### config.mk
export PLATFORM = sky130hd
export DESIGN_NAME = sdram_wr_fetch_flat
export DESIGN_NICKNAME = d
export VERILOG_FILES = /design/src/rtl/sdram_pkg.sv /design/src/rtl/sdram_wr_fetch_if.sv /design/src/rtl/sdram_wr_fetch_skid_buf.sv /design/src/rtl/sdram_wr_fetch.sv /design/src/flat_wrapper.sv
export SDC_FILE = /design/constraint.sdc
export NUM_CORES = 1
export LEC_CHECK = 0
export CORE_MARGIN = 2
export CORE_UTILIZATION = 45
export DETAILED_ROUTE_END_ITERATION = 8
export PLACE_DENSITY_LB_ADDON = 0.15
export SLEW_MARGIN = 40
export SYNTH_ARGS = -nofsm -noshare
export SYNTH_HDL_FRONTEND = slang
export SYNTH_SLANG_ARGS = --single-unit
### constraint.sdc
create_clock -name sys_clk -period 6.72 [get_ports sys_clk]
set_clock_uncertainty 0.15 [all_clocks]
set_input_delay 1.008 -clock sys_clk [delete_from_list [all_inputs] [get_ports sys_clk]]
set_output_delay 1.008 -clock sys_clk [all_outputs]
set_load 0.005 [all_outputs]
### src/rtl/sdram_pkg.sv
// Shared types and defaults for the SDRAM write path: fetch FSM states,
// skid depth and the burst/data sizes the command scheduler also uses.
package sdram_pkg;

    localparam int SDRAM_BURST_LEN  = 8;
    localparam int SDRAM_DATA_W     = 16;
    localparam int FETCH_SKID_DEPTH = 3;

    typedef enum logic [1:0] {
        IDLE = 2'd0,
        REQ  = 2'd1,
        XFER = 2'd2
    } fetch_state_t;

    typedef struct packed {
        fetch_state_t state;
        logic         flush_pend;
        logic [1:0]   skid_count;
        logic         inflight;
    } fetch_dbg_t;

endpackage

### src/rtl/sdram_wr_fetch_if.sv
// Signal bundle between the write-path FIFO read port, the command scheduler
// and the write data path, as seen by the fetch engine (master) and its peers.
interface sdram_wr_fetch_if #(
    parameter int DATA_W = 16,
    parameter int CNT_W  = 8,
    parameter int LEN_W  = 4
);
    logic              fifo_empty_i;
    logic [CNT_W-1:0]  fifo_data_num_i;
    logic              fifo_rd_en_o;
    logic [DATA_W-1:0] fifo_rd_data_i;
    logic              flush_i;
    logic              burst_req_o;
    logic [LEN_W-1:0]  burst_len_o;
    logic              burst_ack_i;
    // Beat transfer: wr_data_o/wr_last_o are meaningful only while wr_valid_o
    // is high; once raised, valid and data hold until wr_ready_i is seen high
    // on a clock edge, and that edge is the single point where the beat moves.
    logic              wr_valid_o;
    logic [DATA_W-1:0] wr_data_o;
    logic              wr_last_o;
    logic              wr_ready_i;
    logic              busy_o;

    modport master (
        input  fifo_empty_i, fifo_data_num_i, fifo_rd_data_i, flush_i,
        input  burst_ack_i, wr_ready_i,
        output fifo_rd_en_o, burst_req_o, burst_len_o,
        output wr_valid_o, wr_data_o, wr_last_o, busy_o
    );

    modport slave (
        output fifo_empty_i, fifo_data_num_i, fifo_rd_data_i, flush_i,
        output burst_ack_i, wr_ready_i,
        input  fifo_rd_en_o, burst_req_o, burst_len_o,
        input  wr_valid_o, wr_data_o, wr_last_o, busy_o
    );

endinterface

### src/rtl/sdram_wr_fetch_skid_buf.sv
// Three-entry skid FIFO that absorbs FIFO read latency; an empty buffer
// passes the arriving word straight through so a beat costs no extra cycle.
module fetch_skid_buf
    import sdram_pkg::*;
#(
    parameter int DATA_W = SDRAM_DATA_W
) (
    input  logic              clk,
    input  logic              rst,
    input  logic              push,
    input  logic [DATA_W-1:0] push_data,
    output logic              out_valid,
    output logic [DATA_W-1:0] out_data,
    input  logic              out_ready,
    output logic [1:0]        count
);

    logic [DATA_W-1:0] mem [FETCH_SKID_DEPTH];
    logic [1:0]        head;
    logic [1:0]        tail;
    logic [1:0]        cnt;
    logic              stored;
    logic              take;
    logic              wr;
    logic              rd;

    function automatic logic [1:0] ptr_next(input logic [1:0] p);
        return (p == 2'(FETCH_SKID_DEPTH - 1)) ? 2'd0 : p + 2'd1;
    endfunction

    assign stored    = (cnt != 2'd0);
    assign out_valid = stored || push;
    assign out_data  = stored ? mem[head] : (push ? push_data : '0);
    assign take      = out_valid && out_ready;
    // A word consumed in its arrival cycle never touches storage.
    assign wr        = push && !(!stored && take);
    assign rd        = take && stored;
    assign count     = cnt;

    always_ff @(posedge clk) begin
        if (wr) begin
            mem[tail] <= push_data;
        end
    end

    always_ff @(posedge clk) begin
        if (rst) begin
            head <= 2'd0;
            tail <= 2'd0;
            cnt  <= 2'd0;
        end else begin
            if (wr) begin
                tail <= ptr_next(tail);
            end
            if (rd) begin
                head <= ptr_next(head);
            end
            cnt <= cnt + {1'b0, wr} - {1'b0, rd};
        end
    end

endmodule

### src/rtl/sdram_wr_fetch.sv
// Drains the write-path async FIFO in SDRAM-sized bursts: requests a burst
// from the scheduler, then pops exactly the granted length into the data path.
module sdram_wr_fetch
    import sdram_pkg::*;
#(
    parameter int DATA_W    = SDRAM_DATA_W,
    parameter int CNT_W     = 8,
    parameter int BURST_LEN = SDRAM_BURST_LEN,
    parameter int LEN_W     = $clog2(BURST_LEN) + 1
) (
    input  logic              sys_clk,
    input  logic              sys_rst,
    sdram_wr_fetch_if.master  bus,
    output fetch_dbg_t        dbg
);

    localparam logic [CNT_W-1:0] FULL_NUM = CNT_W'(BURST_LEN);
    localparam logic [LEN_W-1:0] FULL_LEN = LEN_W'(BURST_LEN);

    fetch_state_t      state;
    logic [LEN_W-1:0]  len;
    logic [LEN_W-1:0]  issued;
    logic [LEN_W-1:0]  sent;
    logic              inflight;
    logic              flush_pend;
    logic              burst_req;

    logic              skid_valid;
    logic [DATA_W-1:0] skid_data;
    logic [1:0]        skid_count;
    logic [2:0]        outstanding;
    logic              pop;
    logic              beat;
    logic              last_beat;

    // Buffered words plus the one possibly on its way must fit the skid.
    assign outstanding = {1'b0, skid_count} + {2'b0, inflight};
    assign pop         = (state == XFER) && (issued < len) && !bus.fifo_empty_i
                         && (outstanding < 3'(FETCH_SKID_DEPTH));
    assign beat        = skid_valid && bus.wr_ready_i;
    assign last_beat   = skid_valid && (sent == len - LEN_W'(1));

    fetch_skid_buf #(
        .DATA_W (DATA_W)
    ) u_skid (
        .clk       (sys_clk),
        .rst       (sys_rst),
        .push      (inflight),
        .push_data (bus.fifo_rd_data_i),
        .out_valid (skid_valid),
        .out_data  (skid_data),
        .out_ready (bus.wr_ready_i),
        .count     (skid_count)
    );

    always_ff @(posedge sys_clk) begin
        if (sys_rst) begin
            state      <= IDLE;
            len        <= '0;
            issued     <= '0;
            sent       <= '0;
            inflight   <= 1'b0;
            flush_pend <= 1'b0;
            burst_req  <= 1'b0;
        end else begin
            inflight <= pop;
            case (state)
                IDLE: begin
                    if (bus.fifo_data_num_i >= FULL_NUM) begin
                        len       <= FULL_LEN;
                        burst_req <= 1'b1;
                        state     <= REQ;
                    end else if (flush_pend && (bus.fifo_data_num_i != '0)) begin
                        len       <= LEN_W'(bus.fifo_data_num_i);
                        burst_req <= 1'b1;
                        state     <= REQ;
                    end else if (flush_pend) begin
                        flush_pend <= 1'b0;
                    end
                end
                REQ: begin
                    if (bus.burst_ack_i) begin
                        burst_req <= 1'b0;
                        issued    <= '0;
                        sent      <= '0;
                        state     <= XFER;
                        if (len < FULL_LEN) begin
                            flush_pend <= 1'b0;
                        end
                    end
                end
                XFER: begin
                    if (pop) begin
                        issued <= issued + LEN_W'(1);
                    end
                    if (beat) begin
                        sent <= sent + LEN_W'(1);
                        if (last_beat) begin
                            state <= IDLE;
                        end
                    end
                end
                default: state <= IDLE;
            endcase
            // A new flush always wins over a same-cycle clear.
            if (bus.flush_i) begin
                flush_pend <= 1'b1;
            end
        end
    end

    assign bus.fifo_rd_en_o = pop;
    assign bus.burst_req_o  = burst_req;
    assign bus.burst_len_o  = len;
    assign bus.wr_valid_o   = skid_valid;
    assign bus.wr_data_o    = skid_data;
    assign bus.wr_last_o    = last_beat;
    assign bus.busy_o       = (state != IDLE) || (skid_count != 2'd0);

    always_comb begin
        dbg            = '0;
        dbg.state      = state;
        dbg.flush_pend = flush_pend;
        dbg.skid_count = skid_count;
        dbg.inflight   = inflight;
    end

endmodule

### src/flat_wrapper.sv
// flat-port wrapper written by rule: the top's interface ports become plain ports
module sdram_wr_fetch_flat import sdram_pkg::*;
#(
    parameter int DATA_W    = SDRAM_DATA_W,
    parameter int CNT_W     = 8,
    parameter int BURST_LEN = SDRAM_BURST_LEN,
    parameter int LEN_W     = $clog2(BURST_LEN) + 1
)
  (sys_clk, sys_rst, dbg, bus_fifo_empty_i, bus_fifo_data_num_i, bus_fifo_rd_data_i, bus_flush_i, bus_burst_ack_i, bus_wr_ready_i, bus_fifo_rd_en_o, bus_burst_req_o, bus_burst_len_o, bus_wr_valid_o, bus_wr_data_o, bus_wr_last_o, bus_busy_o);
  sdram_wr_fetch_if #(.DATA_W(DATA_W), .CNT_W(CNT_W), .LEN_W(LEN_W)) bus_i ();
  input  logic sys_clk;
  input  logic sys_rst;
  output fetch_dbg_t dbg;
  input wire logic [$bits(bus_i.fifo_empty_i)-1:0] bus_fifo_empty_i;
  input wire logic [$bits(bus_i.fifo_data_num_i)-1:0] bus_fifo_data_num_i;
  input wire logic [$bits(bus_i.fifo_rd_data_i)-1:0] bus_fifo_rd_data_i;
  input wire logic [$bits(bus_i.flush_i)-1:0] bus_flush_i;
  input wire logic [$bits(bus_i.burst_ack_i)-1:0] bus_burst_ack_i;
  input wire logic [$bits(bus_i.wr_ready_i)-1:0] bus_wr_ready_i;
  output wire logic [$bits(bus_i.fifo_rd_en_o)-1:0] bus_fifo_rd_en_o;
  output wire logic [$bits(bus_i.burst_req_o)-1:0] bus_burst_req_o;
  output wire logic [$bits(bus_i.burst_len_o)-1:0] bus_burst_len_o;
  output wire logic [$bits(bus_i.wr_valid_o)-1:0] bus_wr_valid_o;
  output wire logic [$bits(bus_i.wr_data_o)-1:0] bus_wr_data_o;
  output wire logic [$bits(bus_i.wr_last_o)-1:0] bus_wr_last_o;
  output wire logic [$bits(bus_i.busy_o)-1:0] bus_busy_o;
  assign bus_i.fifo_empty_i = bus_fifo_empty_i;
  assign bus_i.fifo_data_num_i = bus_fifo_data_num_i;
  assign bus_i.fifo_rd_data_i = bus_fifo_rd_data_i;
  assign bus_i.flush_i = bus_flush_i;
  assign bus_i.burst_ack_i = bus_burst_ack_i;
  assign bus_i.wr_ready_i = bus_wr_ready_i;
  assign bus_fifo_rd_en_o = bus_i.fifo_rd_en_o;
  assign bus_burst_req_o = bus_i.burst_req_o;
  assign bus_burst_len_o = bus_i.burst_len_o;
  assign bus_wr_valid_o = bus_i.wr_valid_o;
  assign bus_wr_data_o = bus_i.wr_data_o;
  assign bus_wr_last_o = bus_i.wr_last_o;
  assign bus_busy_o = bus_i.busy_o;
  sdram_wr_fetch #(.DATA_W(DATA_W), .CNT_W(CNT_W), .BURST_LEN(BURST_LEN), .LEN_W(LEN_W)) u_core (.sys_clk(sys_clk), .sys_rst(sys_rst), .bus(bus_i), .dbg(dbg));
endmodule
==> impl_results.md <==
* Status: finished, final reports clean
* Root Driver: clkbuf_8
* #FFs+latches synth at 73
* DRC at 0
* Largest cells by area after synthesis: edfxtp_1 (44%), dfxtp_1 (15%), mux2i_1 (6.4%)
* YS warnings at 0
* Final HPWL from detailed placement at 4.282 mm
* Placed insts at 435
* Clk buf depth at 2
* Number of post-CTS setup repair buffers at 0
* P&R area growth vs syn at 27.03%
* Port bufs at 60
* Area after DPL at 3971 um^2
* Setup violations, final at 0
* Die area at 8025 um^2
* Final Power at 1.054 mW
* Fraction of registers with async set/reset at 0
* Max Fclk at 255.1 MHz
* Later-pin clock latency in the skew report at 330 ps
* Crit path kind: flop to primary output
* CP arrival at 2760 ps
* Iteration-0 DRC count of the detailed router at 72
* Syn Nets at 330
* Leakage power at 1.455 nW
* Diode count at 0
* Slew HR at 0.4459
* # fillers at 610
* Worst setup margin at 2800 ps
* Post-synth top area share at 0.4374
* Worst min path class: flop to flop
* First-pass GRT wire length at 10.18 mm
* Post-synthesis cell type count at 44
* I/O pin total at 61
* Post-synth top area cell: edfxtp_1
* Commonest cells post-synth: edfxtp_1 (48), a21oi_1 (28), nor2_1 (27), dfxtp_1 (25), mux2i_1 (21)
* GR Overflow Total at 0
* Worst hold margin at 315.3 ps
* Req. time, crit path at 5560 ps
* CTS H-Tree Depth at 3
* Clock Sinks at 73
* Worst setup SP type: flop
* Fin cells at 451
* Rows at 31
* Final number of hold-violating endpoints at 0
* Seq/Total Area, Yosys at 0.5892
* Routed WL per cell at 14.23 um
* Final wirelength at 6.419 mm
* Drt pass-1 iters at 4
* Core area at 7176 um^2
* Vias post-DR at 2315
* Max Fanout on Critical Path at 21
* CTS tree: done
* Setup WS pre-CTS at 2895 ps
* Number of synthesized flops with an enable pin at 48
* Routability Congestion at 0.7726
* Power Density at 251.7 nW/um^2
* NumNets Final at 387
* Largest net degree at the start of global routing at 35
* Tot GR Track Use at 0.1683
* VDD IR max at 91.22 uV
* Initial Util at 0.4593
* Setup TNS at 0 ps
* Total CTS buffers at 9
* Die Y at 89.58 um
* Post-Route Utilization at 0.5834
* Post-DRT Antenna Nets at 0
* Crit path capture type: primary output
* Synth Area per Inst at 11.36 um^2
* RSZ-0062 raised after global routing: false
* Vias in the first global route at 2185
* Reg clk slew, reported paths at 70 ps
* Chip width at 89.58 um
* Vias per cell at 5.133
* Slew @ Worst Pin at 830.0 ps
* Tcrit/Tclk final at 0.5833
* Post_cts resized at 0
* Most frequent cell after synthesis: edfxtp_1
* Post-synthesis instance total at 290
* Synthesized area at 3296 um^2
* Share of cells above drive strength 1 at 0.08239
* Post-layout min period at 3920 ps
* Max-cap violation count at 0
* Hold Buf Count CTS at 0
* Initial antenna violation count at 0
* Fin. max-slew vios at 0
* Synth Flop Type: edfxtp_1
* Post-Layout Inst Area at 4187 um^2
[cells by family (layout without fill, tap and decap cells)]
family / Yosys count / after routing / synth area share
compound gates: 62 / 62 / 0.1128
xor+xnor: 8 / 8 / 0.02126
fa+ha+maj: 10 / 10 / 0.03797
buf+inv: 26 / 88 / 0.03379
flops: 73 / 73 / 0.5892
mux: 21 / 21 / 0.06378
simple gates: 90 / 90 / 0.1412
[area by class of cell]
type                            count  area, um^2  share of cell area
Tap cell                           99       123.9             0.02959
Timing Repair Buffer               62       610.6              0.1458
Clock buffer                       10       127.6             0.03048
Inverter                           10       37.54            0.008966
Clock inverter                      6       92.59             0.02212
Multi-Input combinational cell    191        1250              0.2986
Sequential cell                    73        1944              0.4644
[sequential cells by signal (all words and copies together) (netlist names), named ones only]
name,count
u_core.u_skid.mem,48
u_core.bus.burst_len_o,4
u_core.issued,4
u_core.sent,4
u_core.state,2
u_core.u_skid.count,2
u_core.u_skid.head,2
u_core.u_skid.tail,2
u_core.bus.burst_req_o,1
u_core.flush_pend,1
u_core.inflight,1
[path summary, 6_finish.rpt]
path,slack (ps),to,depth (start not counted),startpoint
min,320,u_core.bus.burst_req_o,2,u_core.bus.burst_req_o
max,2800,bus_fifo_rd_en_o,6,u_core.inflight
min reg2reg,320,u_core.bus.burst_req_o,2,u_core.bus.burst_req_o
max reg2reg,4080,u_core.u_skid.mem[1][9],3,u_core.inflight
[power breakdown]
| group | switching, mW | total (mW) | internal [mW] |
|---|---|---|---|
| Clock | 0.160 | 0.370 | 0.210 |
| Sequential | 0.0220 | 0.508 | 0.486 |
| Combinational | 0.0761 | 0.176 | 0.0996 |
| Total | 0.258 | 1.05 | 0.796 |
[per-layer routing]
| metal | up-vias | track usage | part of all wire |
|---|---|---|---|
| met4 | 0 | 0.06784 | 0.020 |
| li1 | 1175 | - | - |
| met2 | 50 | 0.2821 | 0.48 |
| met5 | - | 0 | 0 |
| met1 | 1078 | 0.2050 | 0.46 |
| met3 | 12 | 0.04753 | 0.040 |
[critical path: stages (launching register included)]
cell             delay (ps)
dfxtp_1                 860
ha_1                    280
ha_1                    220
a21oi_1                 190
nand2_1                 100
a21oi_2                 220
clkdlybuf4s50_1         540
[placed cells by master (no fill, tap or decap), types with 3 or more instances in the layout]
cell type and instances:
clkdlybuf4s50_1 59, edfxtp_1 48, a21oi_1 28, nor2_1 26
dfxtp_1 23, mux2i_1 21, nand3_1 19, o21ai_0 19
nand2_1 13, inv_1 10, ha_1 10, clkbuf_8 9
or3_1 6, xor2_1 5, nor3_1 4, xnor2_1 3
Power figures use the tool's default switching activity.
